`src/rtl/mips_pkg.sv`:
```
// rtl/mips_pkg.sv - shared fetch-stage types and constants
package mips_pkg;

    typedef enum logic [1:0] {
        FETCH_BOOT = 2'd0,
        FETCH_RUN  = 2'd1,
        FETCH_HALT = 2'd2
    } fetch_state_t;

    localparam int          WORD_BYTES       = 4;
    localparam logic [31:0] RESET_PC_DEFAULT = 32'h0000_0000;

endpackage

```
`src/rtl/next_pc_sel.sv`:
```
// rtl/next_pc_sel.sv - next fetch address priority mux with alignment/range check
module next_pc_sel
    import mips_pkg::*;
#(
    parameter int IMEM_WORDS = 128
) (
    input  logic [31:0] i_pc_reg,
    input  logic [31:0] i_pc_plus4,
    input  logic        i_branch_taken,
    input  logic [31:0] i_branch_offset,
    input  logic        i_jump,
    input  logic [25:0] i_jump_target,
    input  logic        i_jump_reg,
    input  logic [31:0] i_jr_target,
    output logic [31:0] o_next_pc,
    output logic        o_err
);

    localparam logic [31:0] ADDR_LIMIT = 32'(IMEM_WORDS * WORD_BYTES);

    logic [31:0] w_seq_pc;
    logic [31:0] w_branch_pc;
    logic [31:0] w_jump_pc;

    // Branch and jump are relative to the delay-slot address, not the fetch address
    assign w_seq_pc    = i_pc_reg + 32'(WORD_BYTES);
    assign w_branch_pc = i_pc_plus4 + (i_branch_offset << 2);
    assign w_jump_pc   = {i_pc_plus4[31:28], i_jump_target, 2'b00};

    always_comb begin
        o_next_pc = w_seq_pc;
        if (i_jump_reg) begin
            o_next_pc = i_jr_target;
        end else if (i_jump) begin
            o_next_pc = w_jump_pc;
        end else if (i_branch_taken) begin
            o_next_pc = w_branch_pc;
        end
    end

    assign o_err = (o_next_pc[1:0] != 2'b00) || (o_next_pc >= ADDR_LIMIT);

endmodule

```
`src/rtl/fetch_pc_unit.sv`:
```
// rtl/fetch_pc_unit.sv - program counter and instruction-memory address stage
module fetch_pc_unit
    import mips_pkg::*;
#(
    parameter logic [31:0] RESET_PC   = RESET_PC_DEFAULT,
    parameter int          IMEM_WORDS = 128
) (
    input  logic        clk,
    input  logic        rst,
    input  logic        stall,
    input  logic        halt_req,
    input  logic        branch_taken,
    input  logic [31:0] branch_offset,
    input  logic        jump,
    input  logic [25:0] jump_target,
    input  logic        jump_reg,
    input  logic [31:0] jr_target,
    output logic [31:0] read_address,
    output logic [31:0] fetch_pc,
    output logic [31:0] pc_plus4,
    output logic        fetch_valid,
    output logic        halted,
    output logic        addr_error
);

    fetch_state_t r_state;
    fetch_state_t w_state_nxt;

    logic [31:0] r_pc_reg;
    logic [31:0] r_fetch_pc;
    logic        r_fetch_valid;
    logic        r_halted;
    logic        r_addr_error;

    logic [31:0] w_pc_reg_nxt;
    logic [31:0] w_fetch_pc_nxt;
    logic        w_fetch_valid_nxt;
    logic        w_halted_nxt;
    logic        w_addr_error_nxt;

    logic [31:0] w_sel_pc;
    logic        w_sel_err;
    logic [31:0] w_pc_plus4;

    assign w_pc_plus4 = r_fetch_pc + 32'(WORD_BYTES);

    next_pc_sel #(
        .IMEM_WORDS (IMEM_WORDS)
    ) u_next_pc_sel (
        .i_pc_reg        (r_pc_reg),
        .i_pc_plus4      (w_pc_plus4),
        .i_branch_taken  (branch_taken),
        .i_branch_offset (branch_offset),
        .i_jump          (jump),
        .i_jump_target   (jump_target),
        .i_jump_reg      (jump_reg),
        .i_jr_target     (jr_target),
        .o_next_pc       (w_sel_pc),
        .o_err           (w_sel_err)
    );

    always_comb begin
        w_state_nxt       = r_state;
        w_pc_reg_nxt      = r_pc_reg;
        w_fetch_pc_nxt    = r_fetch_pc;
        w_fetch_valid_nxt = r_fetch_valid;
        w_halted_nxt      = r_halted;
        w_addr_error_nxt  = r_addr_error;
        case (r_state)
            FETCH_BOOT: begin
                w_fetch_pc_nxt    = r_pc_reg;
                w_pc_reg_nxt      = r_pc_reg + 32'(WORD_BYTES);
                w_fetch_valid_nxt = 1'b1;
                w_state_nxt       = FETCH_RUN;
            end
            FETCH_RUN: begin
                if (!stall) begin
                    if (halt_req) begin
                        w_fetch_valid_nxt = 1'b0;
                        w_halted_nxt      = 1'b1;
                        w_state_nxt       = FETCH_HALT;
                    end else if (w_sel_err) begin
                        // The already-requested word moves to fetch_pc; only the bad target is refused
                        w_fetch_pc_nxt    = r_pc_reg;
                        w_fetch_valid_nxt = 1'b0;
                        w_halted_nxt      = 1'b1;
                        w_addr_error_nxt  = 1'b1;
                        w_state_nxt       = FETCH_HALT;
                    end else begin
                        w_fetch_pc_nxt = r_pc_reg;
                        w_pc_reg_nxt   = w_sel_pc;
                    end
                end
            end
            FETCH_HALT: begin
                w_state_nxt = FETCH_HALT;
            end
            default: begin
                w_state_nxt = FETCH_BOOT;
            end
        endcase
    end

    always_ff @(posedge clk) begin
        if (rst) begin
            r_state       <= FETCH_BOOT;
            r_pc_reg      <= RESET_PC;
            r_fetch_pc    <= RESET_PC;
            r_fetch_valid <= 1'b0;
            r_halted      <= 1'b0;
            r_addr_error  <= 1'b0;
        end else begin
            r_state       <= w_state_nxt;
            r_pc_reg      <= w_pc_reg_nxt;
            r_fetch_pc    <= w_fetch_pc_nxt;
            r_fetch_valid <= w_fetch_valid_nxt;
            r_halted      <= w_halted_nxt;
            r_addr_error  <= w_addr_error_nxt;
        end
    end

    always_comb begin
        read_address = r_pc_reg;
        if (rst) begin
            read_address = RESET_PC;
        end else if ((r_state == FETCH_RUN && stall) || r_state == FETCH_HALT) begin
            read_address = r_fetch_pc;
        end
    end

    assign fetch_pc    = r_fetch_pc;
    assign pc_plus4    = w_pc_plus4;
    assign fetch_valid = r_fetch_valid;
    assign halted      = r_halted;
    assign addr_error  = r_addr_error;

endmodule

```
`config.mk`:
```
export PLATFORM = sky130hd
export DESIGN_NAME = fetch_pc_unit
export DESIGN_NICKNAME = d
export VERILOG_FILES = /design/src/rtl/mips_pkg.sv /design/src/rtl/next_pc_sel.sv /design/src/rtl/fetch_pc_unit.sv
export SDC_FILE = /design/constraint.sdc
export NUM_CORES = 1
export LEC_CHECK = 0
export CAP_MARGIN = 0
export CELL_PAD_IN_SITES_DETAIL_PLACEMENT = 1
export CELL_PAD_IN_SITES_GLOBAL_PLACEMENT = 1
export CORE_ASPECT_RATIO = 0.6
export CORE_MARGIN = 2
export CORE_UTILIZATION = 35
export DETAILED_ROUTE_END_ITERATION = 10
export PLACE_DENSITY_LB_ADDON = 0.1
export SLEW_MARGIN = 40
export SYNTH_ARGS = -nofsm -noshare
export SYNTH_HDL_FRONTEND = slang
export SYNTH_SLANG_ARGS = --single-unit
```
`constraint.sdc`:
```
create_clock -name clk -period 5.45 [get_ports clk]
set_input_delay 1.635 -clock clk [delete_from_list [all_inputs] [get_ports clk]]
set_output_delay 1.635 -clock clk [all_outputs]
set_load 0.01 [all_outputs]
```
After elaboration in Yosys (flattened, before gate mapping). Cells that the tools add are included. W data, S select, Z words.

Flip-flop bits (word level): 69. Output and inout bits: 99. Logic and storage cells: 53. Input bits: 97.

Bitwise gates (word level): 2. Add/subtract/negate cells: 3. Reduce and logical (&&, ||, !) cells: 13. Mux-type cells: 22. Equal/unequal tests: 6. $lt $le $gt $ge: 1.

Operators with widths (count): $mux W32 (10); $pmux W32 S2 (2); $add A32 B3 Y32 const B (2); $add A32 B32 Y32 (1); $ge A32 B10 Y1 const B (1); $reduce_and A3 Y1 (3); $reduce_and A4 Y1 (2); $mux W2 (3); $ne A2 B2 Y1 const B (3); $pmux W2 S3 (1); $reduce_bool A2 Y1 (3); $mux W1 (5); $ne A3 B2 Y1 const B (1); $eq A2 B1 Y1 const B (1); $eq A2 B2 Y1 const B (1); $logic_not A2 Y1 (1); $logic_or A1 B1 Y1 (2); $not A1 Y1 (2); $pmux W1 S2 (1); $reduce_and A2 Y1 (1); $logic_and A1 B1 Y1 (1).

Longest topological paths before layout. Gate-level depths: netlist of run 1.

Depth after elaboration: 11. Mapped depth: 21. Depth with buffers taken out: 19.

By module. From an unflattened synthesis of run 1, not the netlist that was laid out.

Cells, all modules: 1136. Area, all modules: 7654.8 µm².

By module, submodules not included: fetch_pc_unit (area each 4550.6 µm², instances 1, sequential area each 1381.3 µm², cells each 663); next_pc_sel (area each 3104.2 µm², instances 1, sequential area each 0.0 µm², cells each 473).

Worst setup path before layout of run 1. OpenSTA, ideal clock, no wires.

Kind: input to register. Start point: input branch_offset[0]. End point: register r_pc_reg[7]. Required time: 5362 ps. Arrival time: 4876 ps. Library setup time: 88 ps. Cell stages on the path: 15. Setup slack: 486 ps. Buffers on the path: 1. Cells stage by stage: ha_1 -> fa_1 -> a211oi_2 -> o21a_1 -> o21ai_1 -> a221o_1 -> xnor2_1 -> a22oi_1 -> or4_1 -> nor4_2 -> nand3_4 -> o21ai_1 -> buf_4 -> nor2_1 -> nor4_2.

Word-level cells in the longest chain between the ends: 8. Elaborated cells between the ends (all ways): 12. Classes of those cells: add/sub: 1; order compare: 1; eq/ne: 1; mux: 7; reduce/logical: 2.

RTL lines: from (decl) (RTL line fetch_pc_unit.sv:13) `input logic [31:0] branch_offset,`; $add A32 B32 Y32 * (RTL line next_pc_sel.sv:27) `assign w_branch_pc = i_pc_plus4 + (i_branch_offset << 2);`; $mux W32 * (RTL line next_pc_sel.sv:36) `end else if (i_branch_taken) begin`; $mux W32 * (RTL line next_pc_sel.sv:34) `end else if (i_jump) begin`; $mux W32 * (RTL line next_pc_sel.sv:32) `if (i_jump_reg) begin`; $ge A32 B10 Y1 or $mux W32 (tied branches) (RTL line next_pc_sel.sv:41, fetch_pc_unit.sv:82); $logic_or A1 B1 Y1 or $mux W32 (tied branches) (RTL line next_pc_sel.sv:41, fetch_pc_unit.sv:78); $ne A2 B2 Y1 (no source line) or $mux W32 (tied branches); $reduce_and A4 Y1 (no source line) or $pmux W32 S2 (tied branches); to (signal assigned) (RTL line fetch_pc_unit.sv:114) `r_pc_reg <= w_pc_reg_nxt;`; to (decl) (RTL line fetch_pc_unit.sv:29) `logic [31:0] r_pc_reg;`.

Mark *: on every way between the ends. The rest lies on a longest branch, timed or not. The select of a mux whose other input is x is not followed. A chain may end at the register's enable or synchronous reset.

Final worst setup path of run 1.
Start point: input stall. End point: output read_address[11].

Word-level cells in the longest chain between the ends: 4.

RTL lines: from (decl) (RTL line fetch_pc_unit.sv:10) `input logic stall,`; $logic_and A1 B1 Y1 (RTL line fetch_pc_unit.sv:126) `end else if ((r_state == FETCH_RUN && stall) || r_state == FETCH_HALT) begin`; $logic_or A1 B1 Y1 (RTL line fetch_pc_unit.sv:126); $mux W32 (RTL line fetch_pc_unit.sv:126); $mux W32 (RTL line fetch_pc_unit.sv:124) `if (rst) begin`; to (decl) (RTL line fetch_pc_unit.sv:18) `output logic [31:0] read_address,`.

Every way passes these cells.

==> results of run 1 <==
worst paths after layout:
kind	startpoint	end	slack [ns]
min reg2reg	r_pc_reg[0]	r_pc_reg[0]	0.47
min	r_pc_reg[0]	r_pc_reg[0]	0.47
max reg2reg	fetch_pc[3]	r_pc_reg[31]	0.25
max	stall	read_address[11]	0.09
routing by layer:
layer | vias to the layer above | global-route usage [%] | wire length (um)
met2 | 451 | 47.2 | 14300
met3 | 37 | 7.72 | 3340
li1 | 4344 | - | -
met5 | - | 0 | 0
met1 | 4538 | 48.0 | 17600
met4 | 0 | 6.15 | 527
cell families after synthesis:
family | count (synthesis) | share of synthesized area, %
adders and majority gates | 38 | 6.70
xor gates and xnor gates | 74 | 9.00
buffers and inverters | 103 | 5.84
DFF | 69 | 19.2
AOI/OAI and AO/OA | 300 | 26.1
and+or+nand+nor | 475 | 31.9
muxes | 9 | 1.29
Yosys cell counts (10+ instances only):
cell	number	share of area, %
a21oi_1	124	8.6
buf_2	18	1.3
clkbuf_1	51	2.7
dfxtp_1	69	19
ha_1	37	6.4
inv_1	24	1.3
nand2_1	215	11
nand3_1	36	2.5
nand4_1	37	3.2
nor2_1	76	4.0
nor3_1	24	1.7
nor4_1	14	1.2
o211ai_1	11	1.1
o21a_1	10	1.0
o21ai_0	42	2.9
o22ai_1	19	1.7
xnor2_1	48	5.8
xor2_1	26	3.2
placed cells by master, fill, tap and decap left out, types with 10 or more instances in the layout:
cell,Yosys,layout
inv_1,24,24
clkdlybuf4s50_1,0,192
xnor2_1,48,47
nor2_1,76,74
nand4_1,37,37
buf_4,3,109
dfxtp_1,69,69
nor4_1,14,14
nand3_1,36,36
nand2_1,215,215
o22ai_1,19,19
ha_1,37,37
o21a_1,10,10
nor3_1,24,24
o21ai_0,42,39
a21oi_1,124,122
xor2_1,26,26
o211ai_1,11,11
stage by stage:
stage	hold slack [ns]	cells
finish	0.470	1587
CTS	0.470	1585
detailed placement	0.465	1569
floorplan	0.435	1068
global route	0.516	1587
global placement	0.450	1569
worst max-delay path, delay by kind of cell:
family	cells	cell delay (ns)
buffers and inverters	4	1.44
AO/OA/AOI/OAI	1	0.26
AND/OR/NAND/NOR	3	0.37
report_power, final:
group | total, mW | internal [mW] | switching (mW)
sequential | 0.696 | 0.571 | 0.125
combinational | 1.54 | 0.604 | 0.937
clock | 0.626 | 0.398 | 0.228
cell type report:
| cell class | instances | area (um2) |
|---|---|---|
| tap | 273 | 342 |
| clock buffer | 11 | 233 |
| timing repair buffer | 308 | 2850 |
| multi-input combinational | 896 | 5480 |
| sequential | 69 | 1380 |
| clock inverter | 5 | 75.1 |
| inverter | 25 | 93.8 |
| fill | 2535 | 9620 |
what timing repair did:
| action | in CTS | in global routing |
|---|---|---|
| pin swaps | 0 | 6 |
| endpoints found under the setup margin | 20 | 34 |
| setup buffers | 0 | 2 |
| gates resized for setup | 4 | 14 |
==> run metrics, run 1 <==
number of synthesized register bits 69; worst slack, placed -0.385 ns; CORE AREA 20100 um2; I/O pins 196; post-DR wirelength/cell 22.6 um; CTS tree yes; gr ovfl total 0; Mapped Area 7200 um2; Diodes inserted 0; largest net degree at the start of global routing 48; design area 10400 um2; ys flop type dfxtp_1; Die Y 115 um; Pwr Density 274 nW/um2; final period utilization 98.4%; Area after DPL 10100 um2; status finished clean; clk slew on worst S/H paths 0.06 ns; Total GRT Usage 32.3%; Synth Warn # 0; slowest CP cell clkdlybuf4s50_1; Setup crit end kind primary output; nets 1444; clock sink count 69; cts hold-fix bufs 0; post-synthesis sequential area ratio 19.2%; Area Overhead vs Synth 45.1%; global-route wire length before repair 54000 um; 1st-iter DRT viols 961; Startpoint Class input pin; site row count 40; setup TNS 0 ns; Max-Cap Viols 0; Initial Util 35.9%; worst slew pin tran 0.801 ns; antenna violations before repair 0; Worst Path Required 3.82 ns; Core Util, Final 52.1%; final hold violation count 0; port bufs 193; Avg Cell Area, Syn 6.74 um2; DRC 0; ratio of cells with drive above 1 in the final layout 12.6%; Fmax 0.186 GHz; vias in the first global route 9092; worst-path fanout max 12; hold crit path type reg -> reg; Final Setup Violations 0; fin worst setup slack 0.0875 ns; Max stage delay on crit path 0.56 ns; CTS buffer count 9; relative slew slack 46.5%; number of synthesized flops with an enable pin 0; Final HPWL DP 28800 um; post-DR vias/cell 5.90; crit path kind in -> out; cells on worst reg2reg path 22; syn nets 1203; Pins Over Slew Limit 0; Power, Total 2.86 mW; TritonRoute pass-1 iters 5; die area 21800 um2; Syn Inst Count 1068; clock latency on the worst-skew pair 0.35 ns; Synth async-reset ratio 0%; Worst Hold Depth 2; die width 189 um; Post-DRT Antenna Nets 0; Worst VDD drop 0.197 mV; clk_skew 0.00857 ns; Critical Path, Cell by Cell clkdlybuf4s50_1 -> nand2_1 -> nand2b_1 -> buf_4 -> nand2_1 -> a21oi_4 -> buf_4 -> clkdlybuf4s50_1; H-tree lvl count 3; total routed wirelength 35800 um; via count 9370; Worst EP arrival 3.73 ns; root buffer cell clkbuf_16; Cell variety after synth 79; GPL Wtd Cong 0.954; Leak 3.79 nW; clk buf depth 2; fin crit period 5.36 ns
Note: power is estimated with default switching activity, not from simulation.
==> run 2: changes to the inputs <==
--- a/config.mk
+++ b/config.mk
@@ -5,12 +5,12 @@
 export SDC_FILE = /design/constraint.sdc
 export NUM_CORES = 1
 export LEC_CHECK = 0
-export CAP_MARGIN = 0
 export CELL_PAD_IN_SITES_DETAIL_PLACEMENT = 1
 export CELL_PAD_IN_SITES_GLOBAL_PLACEMENT = 1
 export CORE_ASPECT_RATIO = 0.6
 export CORE_MARGIN = 2
-export CORE_UTILIZATION = 35
+export CORE_UTILIZATION = 32
+export CTS_BUF_LIST = sky130_fd_sc_hd__clkbuf_8
 export DETAILED_ROUTE_END_ITERATION = 10
 export PLACE_DENSITY_LB_ADDON = 0.1
 export SLEW_MARGIN = 40
==> constraint.sdc (replaced) <==
create_clock -name clk -period 4.5 [get_ports clk]
set_input_delay 1.35 -clock clk [delete_from_list [all_inputs] [get_ports clk]]
set_output_delay 1.35 -clock clk [all_outputs]
set_load 0.01 [all_outputs]
==> run metrics, run 2 (same netlist as run 1, synthesis figures left out) <==
status finished with violations (was finished clean); failing checks negative setup slack; DRC 0 (unchanged); vias in the first global route 10100 (was 9092); Worst EP arrival 4.99 ns (was 3.73 ns); total routed wirelength 42000 um (was 35800 um); via count 10300 (was 9370); Worst Path Required 4.76 ns (was 3.82 ns); Final HPWL DP 31900 um (was 28800 um); Power, Total 3.85 mW (was 2.86 mW); Die Y 120 um (was 115 um); site row count 42 (was 40); Diodes inserted 0 (unchanged); 1st-iter DRT viols 819 (was 961); cells on worst reg2reg path 22 (unchanged); CORE AREA 22100 um2 (was 20100 um2); worst slew pin tran 0.692 ns (was 0.801 ns); I/O pins 196 (unchanged); Pins Over Slew Limit 0 (unchanged); relative slew slack 53.8% (was 46.5%); fin crit period 4.72 ns; nets 1628 (was 1444); Post-DRT Antenna Nets 0 (unchanged); clk_skew 0.0118 ns (was 0.00857 ns); clk slew on worst S/H paths 0.08 ns (was 0.06 ns); GPL Wtd Cong 0.925 (was 0.954); Area Overhead vs Synth 77.9% (was 45.1%); clock sink count 69 (unchanged); ratio of cells with drive above 1 in the final layout 31.8% (was 12.6%); Worst VDD drop 0.312 mV (was 0.197 mV); final hold violation count 0 (unchanged); Pwr Density 301 nW/um2 (was 274 nW/um2); die width 198 um (was 189 um); top layer used by detailed routing met4 (unchanged); fin worst setup slack -0.225 ns (was 0.0875 ns); Total GRT Usage 33.4% (was 32.3%); post-DR wirelength/cell 23.6 um (was 22.6 um); Max-Cap Viols 0 (unchanged); Area after DPL 11300 um2 (was 10100 um2); Sequential Power Share 20.5% (was 24.3%); Fmax 0.212 GHz; worst-path fanout max 8 (was 12); crit path kind reg -> reg (was in -> out); Worst Hold Depth 1 (was 2); Startpoint Class flip-flop (was input pin); WL met3 3210 um (was 3340 um); clk buf depth 2 (unchanged); H-tree lvl count 3 (unchanged); CTS buffer count 9 (unchanged); hold crit path type reg -> reg (unchanged); CTS tree yes (unchanged); port bufs 193 (unchanged); post-DR vias/cell 5.76 (was 5.90); routed length on met1 19600 um (was 17600 um); Leak 5.28 nW (was 3.79 nW); commonest non-fill, non-tap cells in the layout buf_4, nand2_1, clkdlybuf4s50_1, a21oi_1, nor2_1 (was nand2_1, clkdlybuf4s50_1, a21oi_1, buf_4, nor2_1); Setup crit end kind flip-flop (was primary output); cts hold-fix bufs 0 (unchanged); Int Power 2.09 mW (was 1.57 mW); clock power share 14.6% (was 21.9%); root buffer cell clkbuf_8 (was clkbuf_16); sw frac 45.8% (was 45.1%); final period utilization 105%; most common cell after layout, fill and taps aside buf_4 (was nand2_1); die area 23800 um2 (was 21800 um2); gr ovfl total 0 (unchanged); TritonRoute pass-1 iters 5 (unchanged); design area 12800 um2 (was 10400 um2); largest net degree at the start of global routing 43 (was 48); RSZ-0062 raised after global routing yes; DR WL met2 18300 um (was 14300 um); Comb pwr share 64.9% (was 53.8%); global-route wire length before repair 60100 um (was 54000 um); antenna violations before repair 1 (was 0); Initial Util 32.6% (was 35.9%); clock latency on the worst-skew pair 0.38 ns (was 0.35 ns); Sw Pwr 1.76 mW (was 1.29 mW); Final Setup Violations 31 (was 0)
## run 2: cell types whose count changed in the layout (fill, tap and decap cells not counted), sizes merged
cell / previous run / this run
buf: 116 / 301
bufinv: 2 / 1
clkbuf: 11 / 13
clkdlybuf4s15: 0 / 6
clkdlybuf4s50: 192 / 146
clkinv: 4 / 2
clkinvlp: 0 / 1
dlygate4sd2: 0 / 21
dlymetal6s2s: 0 / 17
inv: 24 / 25
## run 2: final timing paths
path / from / end / slack (ns)
setup / recovery: fetch_pc[2] / r_pc_reg[25] / -0.22
hold / removal: halted / halted / 0.47
setup reg to reg: fetch_pc[2] / r_pc_reg[25] / -0.22
hold reg to reg: halted / halted / 0.47
## run 2: per-stage QoR
step	hold slack (ns)	utilization (%)	setup WS [ns]	std cells	TNS (ns)
after floorplan	0.435	-	-0.0400	1068	-0.192
after global placement	0.454	51.2	-0.832	1728	-28.88
after detailed placement	0.457	51.2	-0.914	1728	-31.81
after CTS	0.480	54.7	-0.139	1761	-2.08
after global routing	0.513	58.0	-0.326	1784	-8.20
final	0.473	58.0	-0.225	1784	-3.88
## run 2: power by group through the flow
stage | logic [mW] | clock network [mW] | registers (mW)
after floorplan | 1.01 | 0 | 0.786
after global placement | 2.13 | 0 | 0.786
after detailed placement | 2.18 | 0 | 0.792
after CTS | 2.34 | 0.572 | 0.782
after global routing | 2.64 | 0.597 | 0.798
final | 2.50 | 0.562 | 0.789
## run 2: timing repair
| action | in CTS | in global routing |
|---|---|---|
| buffers inserted | 16 | 23 |
| pin swaps | 43 | 57 |
| endpoints found under the setup margin | 68 | 51 |
| gates cloned | 1 | 1 |
| resized for setup | 127 | 104 |
## run 2: worst max-delay path, stage by stage, from the launching register on
cell and delay, ns:
dfxtp_2 0.35, buf_6 0.11, ha_4 0.14, nand3_4 0.08, buf_4 0.16, nor2_1 0.17, xor2_2 0.28, ha_4 0.27
a21oi_1 0.26, o211ai_1 0.18, o211ai_1 0.25, buf_4 0.19, a21oi_1 0.06, and3b_2 0.26, o21ai_1 0.09, or4_4 0.52
nor4_4 0.28, nand3_4 0.16, buf_12 0.17, o21ai_4 0.22, buf_12 0.16, buf_12 0.13, o22ai_2 0.10
## run 2: layout make-up
type                            count  area (um2)
Inverter                           25        93.8
Tap cell                          286         358
Fill cell                        2689        9260
Clock buffer                       12         165
Timing Repair Buffer              492        4400
Multi-Input combinational cell    896        6360
Clock inverter                      4        46.3
Sequential cell                    69        1390
## run 2: per-layer routing
layer | track usage, % | up-vias
met3 | 6.39 | 68
met2 | 50.8 | 412
met5 | 0 | -
li1 | - | 4705
met1 | 48.0 | 5095
met4 | 8.55 | 0
==> RTL edit 1: new RTL, config.mk and constraints of run 2 <==
Put one more register stage on the output `addr_error`. The value now appears one clock later. The other outputs are not delayed to match.
--- a/src/rtl/fetch_pc_unit.sv
+++ b/src/rtl/fetch_pc_unit.sv
@@ -132,7 +132,9 @@
     assign pc_plus4    = w_pc_plus4;
     assign fetch_valid = r_fetch_valid;
     assign halted      = r_halted;
-    assign addr_error  = r_addr_error;
+    always_ff @(posedge clk) begin
+        addr_error <= r_addr_error;
+    end
 
 endmodule
 
Behaviour: not the same (a bounded check fails within 4 cycles, from zero or initial values and one cycle with rst high).
==> RTL edit 1 against run 2 <==
  * The run still ends with setup timing left
  * Critical path type is now in2reg
  * Total power up 3.6%
  * Sequential cell count up 1
  * Largest cell class unchanged
  * Critical endpoint is now r_pc_reg[5]
  * Area after synthesis up 0.28%
  * Worst setup slack worse by 89 ps
  * Synthesized cell count about the same
  * Die area up 0.27%
  * Wire length down 0.20%
  * Count of clock-buffer cells in the layout down 2
  * Cell area up 1.8%
  * Cell count up 3.0%
==> RTL edit 1: results (changes against run 2) <==
worst setup margin=-314 ps (-88.9 ps); DR WL met2=18,200 microns (-0.63%); post-place setup slack=-1000 ps (-90.0 ps); uppermost layer routed=met4; cts bufs inserted=9 (unchanged); deepest clock path buffer count=2 (unchanged); internal cell power=0.00219 W (+4.8%); worst hold slack=372 ps (-101 ps); initial antenna violation count=0 (-1); HPWL Detailed=31,600 microns (-0.83%); most common cell in the netlist=nand2_1; commonest cells in the netlist=215 x nand2_1, 124 x a21oi_1, 76 x nor2_1; share of post-route cells with drive strength above 1=32.7% (+0.97 points); # nets final=1,660 (+2.0%); met3 wire length=3210 microns (-0.12%); Residual DRC=0 (unchanged); final WL=42,000 microns (-0.20%); Worst Skew=8.62 ps (-3.16 ps); async set-or-reset flop fraction in the synthesized netlist=0% (unchanged); Leak Pwr=5.30 nW (+0.48%); clock-pin slew on the worst setup and hold paths=80 ps (about the same); largest net degree at the start of global routing=67 (+56%); drt via density=5.62 (-2.5%); CP Max Fanout=6 (-2); post-synth net total=1,204 (+0.083%); top post-synthesis cells by area=dfxtp_1 19%, nand2_1 11%, a21oi_1 8.6%, ha_1 6.4%, xnor2_1 5.8%; via count=10,300 (+0.48%); Port Buffers=193 (unchanged); Cells after Synth=1,069 (+0.094%); Placement Cell Area=11,400 sq um (+0.95%); failing checks=setup timing; class of the worst hold path=reg2reg; overall power=0.00399 W (+3.6%); RePlAce Congestion=0.958 (+3.5%); run status=complete, but fails checks; ANT cells=0 (unchanged); Total GRT Usage=33.2% (-0.11 points); first-pass GRT wire length=60,600 microns (+0.77%); Filler cells=2,699 (+0.37%); Seq/Total Area, Yosys=19.4% (+0.22 points); violation count after the first detailed-route iteration=817 (-0.24%); wire length on met1=19,700 microns (+0.49%); dpl cells=1,766 (+2.2%); relative slew slack=34.8% (-19 points); endpoints failing setup=37 (+19%); maximum vdd drop=0.280 mV (-10%)
-- RTL edit 1: power groups by stage --
stage | logic, W | registers [W] | clock network, W
after global placement | 0.00206 | 0.000809 | 0
after detailed placement | 0.00210 | 0.000812 | 0
after floorplan | 0.00101 | 0.000797 | 0
after global routing | 0.00266 | 0.000821 | 0.000686
final | 0.00252 | 0.000813 | 0.000654
after CTS | 0.00231 | 0.000801 | 0.000655
-- RTL edit 1: kinds of logic (layout without fill, tap and decap cells) --
kind of cell / after synthesis / in the layout / synth area share (%)
compound gates: 300 / 300 / 26.0
xor+xnor: 74 / 74 / 8.97
fa+ha+maj: 38 / 38 / 6.69
buf+inv: 103 / 564 / 5.82
flops: 70 / 70 / 19.4
mux: 9 / 9 / 1.28
simple gates: 475 / 475 / 31.8
-- RTL edit 1: routing by layer --
metal	vias to the layer above	GRT usage, %
met5	-	0
met4	0	7.47
met3	56	5.47
met2	463	50.2
met1	5042	49.1
li1	4768	-
-- RTL edit 1: path summary, 6_finish.rpt --
kind         cells past startpoint     endpoint        startpoint
max                             17  r_pc_reg[5]  branch_offset[0]
max reg2reg                     21  r_pc_reg[5]       fetch_pc[2]
min                              0   addr_error      r_addr_error
min reg2reg                      0   addr_error      r_addr_error
-- RTL edit 1: layout make-up --
cell class | count | area (sq um) | share of cell area, %
flip-flops and latches | 70 | 1420 | 10.9
clock inverters | 6 | 110 | 0.845
repair buffers | 523 | 4560 | 35.0
inverters | 25 | 93.8 | 0.720
clock buffers | 10 | 138 | 1.06
well taps | 308 | 385 | 2.96
multi-input cells | 896 | 6330 | 48.6
-- RTL edit 1: per-stage QoR --
step / util (%) / TNS [ps]
floorplan: - / -192
global placement: 51.6 / -28640
detailed placement: 51.6 / -32260
CTS: 55.8 / -2220
global route: 58.9 / -9960
finish: 58.9 / -8090
-- RTL edit 1: critical path, cell delays in order --
cell and delay, ps:
buf_6 90, ha_4 150, fa_2 410, a211oi_4 330, o21a_1 230, o21ai_2 90, a221o_1 420, xnor2_2 210
a22oi_2 100, or4_4 500, nor4_4 270, nand3_4 210, o21ai_4 200, buf_6 150, nand2_4 90, buf_6 150
o22ai_2 140
-- RTL edit 1: what timing repair did --
action,in CTS,in global routing
pin swaps,51,74
cloned,1,0
setup endpoints to repair,46,66
endpoints found under the hold margin,0,0
resized for setup,102,109
buffers inserted,31,26
==> RTL edit 2: new RTL, settings of run 2 <==
Without the edit above. `IMEM_WORDS` is set to 128 in 2 places; all go to 96.
--- a/src/rtl/next_pc_sel.sv
+++ b/src/rtl/next_pc_sel.sv
@@ -2,7 +2,7 @@
 module next_pc_sel
     import mips_pkg::*;
 #(
-    parameter int IMEM_WORDS = 128
+    parameter int IMEM_WORDS = 96
 ) (
     input  logic [31:0] i_pc_reg,
     input  logic [31:0] i_pc_plus4,
--- a/src/rtl/fetch_pc_unit.sv
+++ b/src/rtl/fetch_pc_unit.sv
@@ -3,7 +3,7 @@
     import mips_pkg::*;
 #(
     parameter logic [31:0] RESET_PC   = RESET_PC_DEFAULT,
-    parameter int          IMEM_WORDS = 128
+    parameter int          IMEM_WORDS = 96
 ) (
     input  logic        clk,
     input  logic        rst,
Function: changed (Yosys sat finds a counterexample within 4 cycles, from zero or initial values and one cycle with rst high).
==> RTL edit 2 against run 2 <==
  * The flow still finishes with violations (setup timing)
  * Maximum frequency rose by 2.3%
  * Wire length rose by 1.8%
  * Clock power rose by 7.7%
  * Cell area rose by 4.7%
  * Total power decreased by 6.7%
  * Combinational power fell by 11%
  * Clock skew down 3.6 ps
  * Worst setup slack better by 100 ps
  * Area after synthesis rose by 6.0%
  * Sequential cell count stayed put
  * Sequential power down 3.0%
==> RTL edit 2: results (changes against run 2) <==
# nets final=1,677 (+3.0%); maximum vdd drop=0.191 mV (-39%); wire length on met1=20,100 microns (+2.7%); Worst Skew=8.22 ps (-3.57 ps); uppermost layer routed=met5; final WL=42,800 microns (+1.8%); met1 Usage GRT=47.8% (-0.25 points); dpl cells=1,819 (+5.3%); R2R cell count=25 (+14%); hold_sp=fetch_valid; HPWL Detailed=33,400 microns (+5.0%); failing checks=setup timing; worst hold slack=476 ps (+2.42 ps); DR WL/cell=23.0 microns (-2.4%); Cell Pwr Density=268 nW/um^2 (-11%); endpoints failing setup=17 (-45%); post-place setup slack=-868 ps (+45.7 ps); CP Data Arrival Time=4890 ps (-100 ps); run status=complete, but fails checks; Total GRT Usage=33.0% (-0.39 points); Post-Synth XOR/XNOR Area=7.64% (-1.4 points); Seq/Total Area, Yosys=18.1% (-1.1 points); worst setup margin=-120 ps (+105 ps); met3 usage=5.99% (-0.40 points); PostCTS Resize Cnt=129 (+1.6%); relative slew slack=47.7% (-6.2 points); CP Max Fanout=4 (-4); r2r setup slk=-40 ps (+180 ps); Post-synth top flop=dfxtp_1; Cells after Synth=1,111 (+4.0%); unique cell type count in the Yosys netlist=94 (+19%); post-synthesis mux area share=1.49% (+0.21 points); CP startpoint=branch_offset[8]; post-synth net total=1,247 (+3.7%); RePlAce Congestion=0.962 (+4.1%); end of the worst hold path=fetch_valid; met2 Use GR=49.6% (-1.3 points); first-pass GRT wire length=62,900 microns (+4.7%); met3 wire length=3170 microns (-1.3%); worst r2r src=fetch_pc[3]; total negative slack=-557 ps (+3320 ps); DR WL met2=18,400 microns (+0.45%); Sw Pwr=0.00168 W (-4.7%); adder-cell share of the synthesized area=6.49% (-0.21 points); total setup buffers inserted after CTS=11 (-5); drt via density=5.74 (-0.40%); violation count after the first detailed-route iteration=834 (+1.8%); total combinational power=0.00222 W (-11%); largest net degree at the start of global routing=35 (-19%); worst r2r dst=r_pc_reg[9]; Synth Area in Compound Gates=28.9% (+2.8 points); vias in the first global route=10,600 (+4.8%); Leak Pwr=5.69 nW (+7.9%); commonest cells in the netlist=212 x nand2_1, 127 x a21oi_1, 69 x dfxtp_1; share of post-route cells with drive strength above 1=32.9% (+1.1 points); Hold Path Depth=2 (+1); top post-synthesis cells by area=dfxtp_1 18%, nand2_1 10%, a21oi_1 8.3%, ha_1 6.2%, xnor2_1 4.7%
==> RTL edit 2: worst max-delay path by stage <==
stage | to | slack [ps] | cells past startpoint
6_report | r_pc_reg[9] | -120 | 15
5_1_grt | r_pc_reg[9] | -230 | 17
4_1_cts | r_pc_reg[7] | 1 | 24
3_5_place_dp | r_state[0] | -870 | 17
3_3_place_gp | r_pc_reg[2] | -730 | 17
2_1_floorplan | r_pc_reg[24] | 7 | 14
==> RTL edit 2: area by class of cell <==
type,instances,area (sq um)
clock buffer,10,138
clock inverter,6,86.3
fill,2858,9830
inverter,23,86.3
multi-input combinational,934,6820
sequential,69,1400
tap,315,394
timing repair buffer,504,4490
==> RTL edit 2: critical path, delay by kind of cell <==
family,cells,cell delay (ps)
AO/OA/AOI/OAI,7,1790
AND/OR/NAND/NOR,3,530
adder cells (fa/ha/maj),1,240
XOR/XNOR,1,170
buffers and inverters,3,790
